`config.mk`:
```
export PLATFORM = sky130hd
export DESIGN_NAME = argmax_frame_scheduler
export DESIGN_NICKNAME = d
export VERILOG_FILES = /design/src/rtl/argmax_pkg.sv /design/src/rtl/argmax_running_cmp.sv /design/src/rtl/argmax_frame_scheduler.sv
export SDC_FILE = /design/constraint.sdc
export NUM_CORES = 1
export LEC_CHECK = 0
export ABC_CLOCK_PERIOD_IN_PS = 2900
export BUFFER_PORTS_ARGS = -buffer_cell sky130_fd_sc_hd__buf_2
export CORE_ASPECT_RATIO = 1.25
export CORE_UTILIZATION = 57
export DETAILED_ROUTE_END_ITERATION = 16
export PLACE_DENSITY = 0.8
export SLEW_MARGIN = 5
export SYNTH_ARGS = -nofsm -noshare
export SYNTH_HDL_FRONTEND = slang
export SYNTH_SLANG_ARGS = --single-unit
```
`constraint.sdc`:
```
create_clock -name Clk -period 2.9 [get_ports Clk]
set_input_delay 0.29 -clock Clk [delete_from_list [all_inputs] [get_ports Clk]]
set_output_delay 0.29 -clock Clk [all_outputs]
set_load 0.03 [all_outputs]
```
`src/rtl/argmax_pkg.sv`:
```
// Shared types and constants for the argmax frame scheduler.
// State encoding and index widths used by the top and the compare unit.
package argmax_pkg;

  typedef enum logic [1:0] {
    IDLE    = 2'd0,
    COLLECT = 2'd1,
    RESULT  = 2'd2
  } state_t;

  localparam int INDEX_W = 4;
  localparam logic [INDEX_W-1:0] INDEX_NONE = 4'hF;

endpackage

```
`src/rtl/argmax_running_cmp.sv`:
```
// Running maximum tracker: strictly-greater update, lowest index wins ties.
// nxt_* expose this beat's compare so the final beat can be captured directly.
module argmax_running_cmp
  import argmax_pkg::*;
#(
  parameter int W = 26
) (
  input  logic               clk,
  input  logic               rst_n,
  input  logic               first,
  input  logic               accept,
  input  logic [INDEX_W-1:0] beat_idx,
  input  logic [W-1:0]       score,
  output logic [W-1:0]       nxt_max,
  output logic [INDEX_W-1:0] nxt_idx
);

  logic [W-1:0]       max_q;
  logic [INDEX_W-1:0] idx_q;
  logic               upd;

  assign upd     = first || (score > max_q);
  assign nxt_max = upd ? score : max_q;
  assign nxt_idx = upd ? beat_idx : idx_q;

  always_ff @(posedge clk or negedge rst_n) begin
    if (!rst_n) begin
      max_q <= '0;
      idx_q <= '0;
    end else if (accept) begin
      max_q <= nxt_max;
      idx_q <= nxt_idx;
    end
  end

endmodule

```
`src/rtl/argmax_frame_scheduler.sv`:
```
// Frame sequencer for the final argmax stage: collect, watchdog, result.
// Start in COLLECT restarts the frame; Start beats timeout.
module argmax_frame_scheduler
  import argmax_pkg::*;
#(
  parameter int NUM_SIZE    = 26,
  parameter int NUM_CLASSES = 10,
  parameter int TIMEOUT     = 1023
) (
  input  logic                Clk,
  input  logic                GlobalResetN,
  input  logic                Start,
  input  logic                ScoreValid,
  output logic                ScoreReady,
  input  logic [NUM_SIZE-1:0] Score,
  output logic                ResultValid,
  input  logic                ResultReady,
  output logic [3:0]          Index,
  output logic [NUM_SIZE-1:0] MaxScore,
  output logic                Busy,
  output logic                Timeout
);

  localparam bit WD_EN = (TIMEOUT > 0);
  localparam int CW = WD_EN ? $clog2(TIMEOUT + 1) : 1;
  localparam logic [CW-1:0] WD_LIM =
    WD_EN ? CW'(TIMEOUT - 1) : '0;
  localparam logic [INDEX_W-1:0] LAST_BEAT =
    INDEX_W'(NUM_CLASSES - 1);

  state_t              state;
  logic [INDEX_W-1:0]  beat;
  logic [CW-1:0]       idle;
  logic                accept;
  logic                last;
  logic                wd;
  logic [NUM_SIZE-1:0] nxt_max;
  logic [INDEX_W-1:0]  nxt_idx;

  assign ScoreReady = (state == COLLECT);
  assign accept = ScoreValid && ScoreReady && !Start;
  assign last   = accept && (beat == LAST_BEAT);
  assign wd     = WD_EN && ScoreReady && !Start &&
                  !accept && (idle == WD_LIM);

  argmax_running_cmp #(.W(NUM_SIZE)) u_cmp (
    .clk      (Clk),
    .rst_n    (GlobalResetN),
    .first    (beat == '0),
    .accept   (accept),
    .beat_idx (beat),
    .score    (Score),
    .nxt_max  (nxt_max),
    .nxt_idx  (nxt_idx)
  );

  always_ff @(posedge Clk or negedge GlobalResetN) begin
    if (!GlobalResetN) begin
      state       <= IDLE;
      beat        <= '0;
      idle        <= '0;
      Index       <= INDEX_NONE;
      MaxScore    <= '0;
      ResultValid <= 1'b0;
      Busy        <= 1'b0;
      Timeout     <= 1'b0;
    end else begin
      Timeout <= 1'b0;
      unique case (state)
        IDLE: begin
          if (Start) begin
            state <= COLLECT;
            beat  <= '0;
            idle  <= '0;
            Busy  <= 1'b1;
          end
        end
        COLLECT: begin
          if (Start) begin
            beat <= '0;
            idle <= '0;
          end else if (accept) begin
            idle <= '0;
            if (last) begin
              state       <= RESULT;
              beat        <= '0;
              ResultValid <= 1'b1;
              Index       <= nxt_idx;
              MaxScore    <= nxt_max;
            end else begin
              beat <= beat + 1'b1;
            end
          end else if (wd) begin
            state   <= IDLE;
            idle    <= '0;
            Busy    <= 1'b0;
            Timeout <= 1'b1;
          end else begin
            idle <= idle + 1'b1;
          end
        end
        RESULT: begin
          if (ResultReady) begin
            ResultValid <= 1'b0;
            if (Start) begin
              state <= COLLECT;
              beat  <= '0;
              idle  <= '0;
            end else begin
              state <= IDLE;
              Busy  <= 1'b0;
            end
          end
        end
        default: begin
          state <= IDLE;
          Busy  <= 1'b0;
        end
      endcase
    end
  end

endmodule

```
**Yosys cells after proc, flatten, opt, wreduce, memory -nomap -nowiden**

Cells that the tools add are included.

- Register bits: 79
- Input port bits: 31
- Word-level logic and storage cells: 86
- Output and inout port bits: 34

- $lt $le $gt $ge: 1
- Reductions and logical operators: 19
- Eq/ne operators: 15
- Mux-type cells: 38
- Bitwise gates (word level): 1
- $add $sub $neg: 2

Operators with widths:

| cell | number |
|---|---|
| $mux 10 | 5 |
| $pmux 10 s3 | 1 |
| $gt 26x26->1 | 1 |
| $mux 26 | 1 |
| $mux 4 | 6 |
| $mux 1 | 15 |
| $mux 2 | 6 |
| $pmux 4 s3 | 1 |
| $add 10x1->10 const B | 1 |
| $eq 10x10->1 const B | 1 |
| $ne 2x2->1 const B | 5 |
| $reduce_and 5->1 | 2 |
| $logic_and 1x1->1 | 6 |
| $ne 2x1->1 const B | 3 |
| $ne 3x2->1 const B | 2 |
| $pmux 2 s3 | 1 |
| $reduce_and 6->1 | 1 |
| $add 4x1->4 const B | 1 |
| $eq 4x4->1 const B | 1 |
| $logic_not 4->1 | 1 |
| $reduce_and 4->1 | 1 |
| $ne 3x1->1 const B | 1 |
| $pmux 1 s3 | 1 |
| $reduce_and 3->1 | 1 |
| 10 further kinds | 11 |

**Logic depth before layout (Yosys ltp)**

Gate-level depths: netlist of the first run.

- Depth in word-level cells: 10
- Gate-level depth with buffers: 10
- Mapped depth without buffers: 8

**By module**

From an unflattened synthesis of the first run, not the netlist that was laid out.

- Cells, all modules: 374
- Area total of the unflattened synthesis: 4,586.9 µm²

Modules (own cells, without submodules):

| module | cells an instance | seq. area each (µm²) | times used | area an instance (µm²) |
|---|---|---|---|---|
| argmax_running_cmp | 194 | 750.7 | 1 | 2,361.0 |
| argmax_frame_scheduler | 180 | 1,231.2 | 1 | 2,225.9 |

**Least setup slack after synthesis of the first run**

OpenSTA, ideal clock, no wires.

- Kind: register to register
- Start: register u_cmp.max_q[21]
- End: register u_cmp.max_q[0]
- Required time: 2.775 ns
- Arrival: 2.238 ns
- Buffers on the path: 2
- Clock period less this slack: 2.362 ns
- Stages on the path, launching flop included: 11
- Setup slack: 0.538 ns
- Setup time: 0.125 ns
- Cell sequence: dfrtp_1 inv_1 ha_1 nand4_1 nor4_4 and2_1 a31oi_1 buf_6 o21ai_4 buf_6 mux2_2

- Word-level cells in the longest chain between the ends: 3

RTL lines:

| item | RTL line | source |
|---|---|---|
| start, declared | argmax_running_cmp.sv:18 | `logic [W-1:0] max_q;` |
| start signal, assigned | argmax_running_cmp.sv:31 | `max_q <= nxt_max;` |
| $gt 26x26->1 | argmax_running_cmp.sv:22 | `assign upd = first \|\| (score > max_q);` |
| $logic_or 1x1->1 | argmax_running_cmp.sv:22 |  |
| $mux 26 | argmax_running_cmp.sv:23 | `assign nxt_max = upd ? score : max_q;` |

No other way between the ends.
A chain may end at the register's enable or synchronous reset.

**Final worst setup path of the first run**

- Start: register u_cmp.max_q[20]
- End: register u_cmp.max_q[12]

The elaborated chain is that of the path after synthesis.

==> results of run 1 <==
[worst register-to-register path: stages, from the launching register on]
cell      delay [ns]
dfrtp_1         0.39
inv_1           0.06
ha_1            0.29
nand4_1         0.25
nor3_1          0.09
a221oi_1        0.45
a31oi_2         0.19
o21ai_4         0.18
buf_4           0.28
mux2_2          0.38
[cell type report]
type | instances | area (um^2) | area share
Clock buffer | 13 | 159 | 0.0320
Clock inverter | 3 | 65.1 | 0.0131
Inverter | 36 | 135 | 0.0272
Multi-Input combinational cell | 308 | 2100 | 0.422
Sequential cell | 79 | 1980 | 0.399
Tap cell | 92 | 115 | 0.0232
Timing Repair Buffer | 76 | 413 | 0.0831
[cell families after synthesis]
| kind of cell | after synthesis | synth area share |
|---|---|---|
| AOI/OAI and AO/OA | 110 | 0.148 |
| xor gates and xnor gates | 4 | 0.00805 |
| adders and majority gates | 31 | 0.0891 |
| buffers and inverters | 62 | 0.0675 |
| DFF | 79 | 0.455 |
| muxes | 28 | 0.0724 |
| and+or+nand+nor | 135 | 0.160 |
[per-stage QoR]
stage / setup slack (ns) / hold WS, ns / total power, uW
finish: 0.248 / 0.0887 / 2980
global route: 0.0883 / 0.176 / 3150
CTS: 0.120 / 0.134 / 2990
detailed placement: 0.120 / 0.474 / 2060
global placement: 0.261 / 0.471 / 2010
floorplan: 0.538 / -0.00559 / 1840
[routing by layer]
layer,share of wire,up-vias,global-route usage
met1,0.44,1694,0.335
li1,-,1716,-
met4,0.022,0,0.128
met3,0.037,19,0.0394
met2,0.50,79,0.440
met5,0,-,0
[registers in the layout, indices dropped and copies added, names as in the netlist]
| name | flops |
|---|---|
| MaxScore | 26 |
| Timeout | 1 |
| beat | 4 |
| idle | 10 |
| Index | 4 |
| ResultValid | 1 |
| u_cmp.max_q | 26 |
| Busy | 1 |
| state | 2 |
| u_cmp.idx_q | 4 |
[what timing repair did]
action / 4_1_cts / 5_1_grt
hold buffers: 0 / 0
setup buffers: 0 / 2
endpoints found under the setup margin: 0 / 28
[worst max path at each step]
stage / start / to / depth (start not counted)
detailed placement: Score[21] / u_cmp.max_q[15]$_DFFE_PN0P_ / 9
finish: u_cmp.max_q[20]$_DFFE_PN0P_ / u_cmp.max_q[12]$_DFFE_PN0P_ / 9
floorplan: u_cmp.max_q[21]$_DFFE_PN0P_ / u_cmp.max_q[0]$_DFFE_PN0P_ / 10
global placement: Score[21] / u_cmp.max_q[21]$_DFFE_PN0P_ / 9
global route: u_cmp.max_q[21]$_DFFE_PN0P_ / u_cmp.max_q[12]$_DFFE_PN0P_ / 9
CTS: u_cmp.max_q[21]$_DFFE_PN0P_ / u_cmp.max_q[12]$_DFFE_PN0P_ / 9
[Yosys cell counts, types with 2 or more instances]
master     number  area share
nor2_1         43       0.037
dfstp_2         4       0.024
and2_1          2      0.0029
nor3_1          4      0.0046
dfrtp_1        75        0.43
nand4_1         8       0.011
a31oi_1        31       0.045
nand3_1        37       0.043
xor2_1          2      0.0040
inv_1          36       0.031
xnor2_1         2      0.0040
nor2b_1         5      0.0072
o31ai_1         2      0.0034
a21oi_1        14       0.016
a211oi_1        2      0.0034
o21ai_1         4      0.0046
or3b_2          2      0.0040
mux2_2         27       0.070
buf_2           9       0.010
buf_6           6       0.016
clkbuf_1        9      0.0078
a31o_2          2      0.0040
nand2b_1        4      0.0057
o21ai_0        47       0.054
o2bb2ai_1       2      0.0040
nand2_1        19       0.016
ha_1           31       0.089
nor4_4          2      0.0098
nor3b_1         2      0.0034
[power by group]
group / internal, uW / total [uW] / switching [uW]
Combinational: 297 / 751 / 454
Clock: 532 / 929 / 397
Sequential: 1210 / 1300 / 87.1
Total: 2040 / 2980 / 938
==> flow_summary.json, run 1 <==
{
  "fillCellCount": 582,
  "grt_max_degree": 80,
  "antenna_cells": 0,
  "fin_crit_sh": 0.915,
  "yosys_warnings": 0,
  "synth_cell_type_count": 45,
  "cp_top_family": "compound AO/OA/AOI/OAI gates",
  "antenna_found_initial": 0,
  "pin_count": 65,
  "grt_pass1_wl_um": 16300,
  "rows": 35,
  "rsz0062_at_grt": "false",
  "gp_congestion": 0.870,
  "clock-root-buffer": "clkbuf_8",
  "wl_per_cell_um": 15.6,
  "power.density_nw_per_um2": 600,
  "hold_viol_final": 0,
  "finalClockSkew_ns": 0.00522,
  "cts_tree": "built",
  "clk-insertion-delay-late_ns": 0.35,
  "setup_viol": 0,
  "vias": 3508,
  "worstPathMaxFanout": 18,
  "fin_cells": 607,
  "final_util": 0.671,
  "drtPass1Iterations": 4,
  "reg2reg_depth": 9,
  "dp_cells": 589,
  "tightest_slew_ns": 1.07,
  "crit_arrival_ns": 2.89,
  "via_per_inst": 5.78,
  "holdCritPathClass": "in2async",
  "place_area_um2": 4730,
  "die_y_um": 99.7,
  "critPathMaxStageDelay_ns": 0.45,
  "syn2layout_area_growth_pct": 14.0,
  "portBuffers": 64,
  "grt_pass1_vias": 3393,
  "reg2reg_slack_ns": 0.25,
  "cp-start-kind": "flop",
  "dpl.hpwl_um": 6400,
  "relSlewSlack": 0.286,
  "ys_async_sr_fraction": 1.00,
  "synthCells": 449,
  "die_area_um2": 8000,
  "final.min_clock_period_ns": 2.65,
  "synth_area_per_cell_um2": 9.70,
  "grt_overflow_total": 0,
  "required_ns": 3.14,
  "finalNetCount": 572,
  "syn_nets": 511,
  "synthFlopType": "dfrtp_1",
  "r2r_end": "u_cmp.max_q[12]$_DFFE_PN0P_",
  "final_cell_mix": "dfrtp_1, buf_2, o21ai_0",
  "route.detailed.drc": 0,
  "postRouteAntennaNets": 0,
  "final_max_slew_viol_count": 0,
  "cts_inserted_buffers": 9,
  "critical_path_class": "reg2reg",
  "r2r_start": "u_cmp.max_q[20]$_DFFE_PN0P_",
  "final_area_um2": 4970,
  "clock.fmax_mhz": 377,
  "drive_gt1_frac": 0.262,
  "die_w_um": 80.2,
  "irDropWorstVdd_mv": 0.380,
  "wl_um": 9470,
  "crit_buf_inv": 2,
  "initial_utilization": 0.589,
  "ctsLongestPathBuffers": 2,
  "p_leak_uw": 0.00239,
  "grt_usage": 0.264,
  "synth_edf_count": 0,
  "fin_tns_setup_ns": 0,
  "worst_setup_path_end_kind": "flop",
  "cap_violations": 0,
  "status": "complete, no violations",
  "cp_slowest_cell": "a221oi_1",
  "drt_iter0_markers": 210,
  "mostFrequentLayoutCell": "dfrtp_1",
  "coreArea_um2": 7400,
  "ys_seq_area_frac": 0.455,
  "path_clk_slew_ns": 0.08,
  "post_cts_resized": 0,
  "cp_cell_sequence": "inv_1 -> ha_1 -> nand4_1 -> nor3_1 -> a221oi_1 -> a31oi_2 -> o21ai_4 -> buf_4 -> mux2_2",
  "cts_max_level": 3,
  "cts_sinks": 79,
  "ys_ff_latch": 79,
  "synthesis.area_um2": 4360
}
Power figures use the tool's default switching activity.
==> run 2: changes to the inputs <==
Settings changed: ABC_CLOCK_PERIOD_IN_PS 2900 to 2810.
Clock period 2.9 ns to 2.81 ns, I/O delays scaled along.
==> flow_summary.json, run 2 (synthesis gave the netlist of run 1 again) <==
{
  "status": "complete, no violations",
  "grt_max_degree": 80,
  "cp_top_family": "simple AND/OR/NAND/NOR gates",
  "setup_viol": 0,
  "crit_buf_inv": 2,
  "antenna_found_initial": 0,
  "die_area_um2": 8000,
  "rows": 35,
  "dp_cells": 590,
  "cts_max_level": 3,
  "fin_crit_sh": 0.926,
  "route.detailed.drc": 0,
  "wl_per_cell_um": 15.3,
  "p_leak_uw": 0.00239,
  "final.min_clock_period_ns": 2.60,
  "required_ns": 3.05,
  "grt_overflow_total": 0,
  "initial_utilization": 0.589,
  "fin_tns_setup_ns": 0,
  "postRouteAntennaNets": 0,
  "post_cts_resized": 0,
  "finalClockSkew_ns": 0.00800,
  "crit_arrival_ns": 2.84,
  "crit_end": "u_cmp.max_q[5]$_DFFE_PN0P_",
  "relSlewSlack": 0.342,
  "mostFrequentLayoutCell": "dfrtp_1",
  "pin_count": 65,
  "vias": 3538,
  "die_w_um": 80.2,
  "via_per_inst": 5.84,
  "drt_iter0_markers": 166,
  "fillCellCount": 596,
  "drtPass1Iterations": 4,
  "critical_path_class": "reg2reg",
  "coreArea_um2": 7400,
  "drive_gt1_frac": 0.265,
  "portBuffers": 64,
  "multi_input_comb_area_um2": 2100,
  "antenna_cells": 0,
  "grt_usage": 0.254,
  "syn2layout_area_growth_pct": 14.2,
  "holdCritPathClass": "in2async",
  "grt_pass1_vias": 3396,
  "critPathMaxStageDelay_ns": 0.40,
  "pre_cts_ws_ns": 0.170,
  "hold_viol_final": 0,
  "reg2reg_slack_ns": 0.21,
  "cp_cell_sequence": "inv_1 -> ha_1 -> nand4_2 -> nor4_4 -> nand2_1 -> a31o_2 -> o21ai_4 -> buf_12 -> mux2_2",
  "cts_sinks": 79,
  "cts_tree": "built",
  "rsz0062_at_grt": "false",
  "worst_setup_path_end_kind": "flop",
  "wl_um": 9270,
  "cap_violations": 0,
  "power.density_nw_per_um2": 609,
  "crit_cells": 9,
  "finalNetCount": 571,
  "r2r_start": "u_cmp.max_q[24]$_DFFE_PN0P_",
  "gp_congestion": 0.837,
  "die_y_um": 99.7,
  "seqCellArea_um2": 1980,
  "ctsLongestPathBuffers": 2,
  "clk-insertion-delay-late_ns": 0.36,
  "grt_pass1_wl_um": 15800,
  "reg2reg_depth": 9,
  "worstPathMaxFanout": 22,
  "irDropWorstVdd_mv": 0.416,
  "final_util": 0.672,
  "final_cell_mix": "dfrtp_1, buf_2, o21ai_0",
  "hold_buffers": 0,
  "tightest_slew_ns": 0.987,
  "cts_setup_buffers": 0,
  "fin_cells": 606,
  "final_max_slew_viol_count": 0,
  "dpl.hpwl_um": 6490,
  "largestRegisters": "MaxScore: 26 flops, u_cmp.max_q: 26 flops, idle: 10 flops",
  "cp_slowest_cell": "nor4_4",
  "path_clk_slew_ns": 0.08,
  "clock-root-buffer": "clkbuf_8",
  "cp-startpoint": "u_cmp.max_q[24]$_DFFE_PN0P_",
  "cts_inserted_buffers": 9,
  "r2r_end": "u_cmp.max_q[5]$_DFFE_PN0P_",
  "fin_ws_ns": 0.208,
  "cp-start-kind": "flop",
  "clock.fmax_mhz": 384
}
-- run 2: worst min-delay path by stage --
stage                         from                        to  slack [ns]  cells past startpoint
3_5_place_dp   idle[4]$_DFFE_PN0P_       idle[4]$_DFFE_PN0P_        0.48                      1
6_report              GlobalResetN  MaxScore[21]$_DFFE_PN0P_        0.07                      1
3_3_place_gp   idle[4]$_DFFE_PN0P_       idle[4]$_DFFE_PN0P_        0.47                      1
4_1_cts               GlobalResetN  MaxScore[24]$_DFFE_PN0P_        0.11                      1
5_1_grt               GlobalResetN       idle[6]$_DFFE_PN0P_        0.17                      1
2_1_floorplan         GlobalResetN          Busy$_DFFE_PN0P_       -0.01                      0
-- run 2: layout make-up --
cell class / count / area share
multi-input combinational: 308 / 0.421
tap: 92 / 0.0231
clock buffer: 12 / 0.0332
sequential: 79 / 0.398
inverter: 36 / 0.0272
clock inverter: 4 / 0.0103
timing repair buffer: 75 / 0.0865
-- run 2: where the power goes --
group | total [uW] | switching (uW) | internal [uW]
logic | 789 | 462 | 328
registers | 1340 | 89.8 | 1250
clock network | 903 | 418 | 485
total | 3030 | 969 | 2060
-- run 2: stage by stage --
step                cell area, um^2  hold slack, ns  total power [uW]
global route                   4980           0.169              3210
global placement               4760           0.472              2100
floorplan                      4360         -0.0146              1900
finish                         4980          0.0663              3030
detailed placement             4760           0.479              2150
CTS                            4980           0.114              3050
-- run 2: worst reg2reg max path, stage by stage, from the launching register on --
cell	delay (ns)
dfrtp_1	0.37
inv_1	0.05
ha_1	0.31
nand4_2	0.17
nor4_4	0.40
nand2_1	0.16
a31o_2	0.30
o21ai_4	0.16
buf_12	0.20
mux2_2	0.36
-- run 2: routing by layer --
| layer | wire length [um] | vias up | GRT usage |
|---|---|---|---|
| met4 | 150 | 0 | 0.0920 |
| met3 | 404 | 13 | 0.0440 |
| met1 | 3940 | 1719 | 0.312 |
| li1 | - | 1710 | - |
| met5 | 0 | - | 0 |
| met2 | 4770 | 96 | 0.443 |
==> run 3: changes to the inputs <==
Settings changed: CORE_ASPECT_RATIO 1.25 to 1.1.
==> flow_summary.json, run 3 (synthesis gave the netlist of run 1 again) <==
{
  "required_ns": 3.03,
  "finalNetCount": 574,
  "cts_sinks": 79,
  "cp-start-kind": "flop",
  "wl_um": 9440,
  "portBuffers": 64,
  "final_max_slew_viol_count": 0,
  "worstPathMaxFanout": 18,
  "die_area_um2": 8000,
  "grt_max_degree": 80,
  "antenna_cells": 0,
  "cp_cell_sequence": "inv_1 -> ha_1 -> nand4_2 -> nor4_4 -> buf_4 -> and2_1 -> a31oi_2 -> o21ai_4 -> buf_4 -> mux2_2",
  "grt_pass1_vias": 3422,
  "holdCritPathClass": "in2async",
  "hold_viol_final": 0,
  "postRouteAntennaNets": 0,
  "critical_path_class": "reg2reg",
  "cts_max_level": 3,
  "p_leak_uw": 0.00240,
  "crit_arrival_ns": 2.93,
  "antenna_found_initial": 0,
  "cts_tree": "built",
  "irDropWorstVdd_mv": 0.328,
  "grt_overflow_total": 0,
  "cts_inserted_buffers": 9,
  "fin_ws_ns": 0.104,
  "power.density_nw_per_um2": 618,
  "finalClockSkew_ns": 0.0121,
  "die_y_um": 93.7,
  "path_common_cell": "buf_4",
  "die_w_um": 85.3,
  "vias": 3541,
  "critPathMaxStageDelay_ns": 0.38,
  "pre_cts_ws_ns": 0.0773,
  "final_cell_mix": "dfrtp_1, buf_2, o21ai_0",
  "cp_slowest_cell": "dfrtp_1",
  "power_uw": 3080,
  "clock.fmax_mhz": 370,
  "syn2layout_area_growth_pct": 14.3,
  "ctsLongestPathBuffers": 2,
  "mostFrequentLayoutCell": "dfrtp_1",
  "crit_buf_inv": 3,
  "cap_violations": 0,
  "path_clk_slew_ns": 0.09,
  "gp_congestion": 0.797,
  "via_per_inst": 5.86,
  "drtPass1Iterations": 4,
  "final.min_clock_period_ns": 2.71,
  "rows": 33,
  "grt_pass1_wl_um": 15800,
  "coreArea_um2": 7430,
  "fin_cells": 604,
  "largestRegisters": "MaxScore: 26 flops, u_cmp.max_q: 26 flops, idle: 10 flops",
  "clk-insertion-delay-late_ns": 0.35,
  "status": "complete, no violations",
  "clock-root-buffer": "clkbuf_8",
  "drt_iter0_markers": 182,
  "fillCellCount": 590,
  "worst_setup_path_end_kind": "flop",
  "pin_count": 65,
  "drive_gt1_frac": 0.269,
  "route.detailed.drc": 0,
  "initial_utilization": 0.586,
  "relSlewSlack": 0.353,
  "setup_viol": 0,
  "wl_per_cell_um": 15.6,
  "dp_cells": 586,
  "hold_buffers": 0,
  "dpl.hpwl_um": 6380,
  "fin_crit_sh": 0.963,
  "grt_usage": 0.252,
  "tightest_slew_ns": 0.970,
  "cp_top_family": "simple AND/OR/NAND/NOR gates"
}
[run 3: layout make-up]
type | instances | area, um^2 | share of cell area
clock inverter | 5 | 81.3 | 0.0163
multi-input combinational | 308 | 2100 | 0.422
sequential | 79 | 1980 | 0.398
timing repair buffer | 78 | 428 | 0.0859
inverter | 36 | 135 | 0.0271
tap | 87 | 109 | 0.0219
clock buffer | 11 | 141 | 0.0284
[run 3: through the flow]
step                      instance area, um^2  hold WS [ns]   util  setup TNS (ns)
after floorplan                          4360       -0.0146      -               0
after global placement                   4740         0.474  0.637               0
after detailed placement                 4740         0.479  0.637               0
after CTS                                4960         0.120  0.667               0
after global routing                     4980         0.182  0.670         -0.0667
final                                    4980        0.0849  0.670               0
[run 3: path summary, 6_finish.rpt]
| kind | startpoint | endpoint | slack (ns) | depth (start not counted) |
|---|---|---|---|---|
| setup / recovery | u_cmp.max_q[25]$_DFFE_PN0P_ | u_cmp.max_q[14]$_DFFE_PN0P_ | 0.10 | 10 |
| hold / removal | GlobalResetN | MaxScore[19]$_DFFE_PN0P_ | 0.08 | 1 |
| setup reg to reg | u_cmp.max_q[25]$_DFFE_PN0P_ | u_cmp.max_q[14]$_DFFE_PN0P_ | 0.10 | 10 |
| hold reg to reg | u_cmp.idx_q[3]$_DFFE_PN0P_ | u_cmp.idx_q[3]$_DFFE_PN0P_ | 0.49 | 1 |
| max in group asynchronous | GlobalResetN | u_cmp.max_q[1]$_DFFE_PN0P_ | 2.10 | 1 |
| min in group Clk | Score[19] | u_cmp.max_q[19]$_DFFE_PN0P_ | 0.19 | 2 |
[run 3: where the power goes]
part	leakage [uW]	internal, uW	switching (uW)
registers	0.00102	1250	89.0
clock network	0.000110	525	415
logic	0.00127	320	479
total	0.00240	2100	983
[run 3: layer usage]
metal | global-route usage | share of wire
met3 | 0.0351 | 0.035
met2 | 0.422 | 0.49
met1 | 0.324 | 0.45
met5 | 0 | 0
met4 | 0.118 | 0.025
[run 3: repair_timing]
item | 4_1_cts | 5_1_grt
buffers inserted | 0 | 2
endpoints found under the setup margin | 0 | 28
gates resized for setup | 0 | 1
hold endpoints to repair | 0 | 0
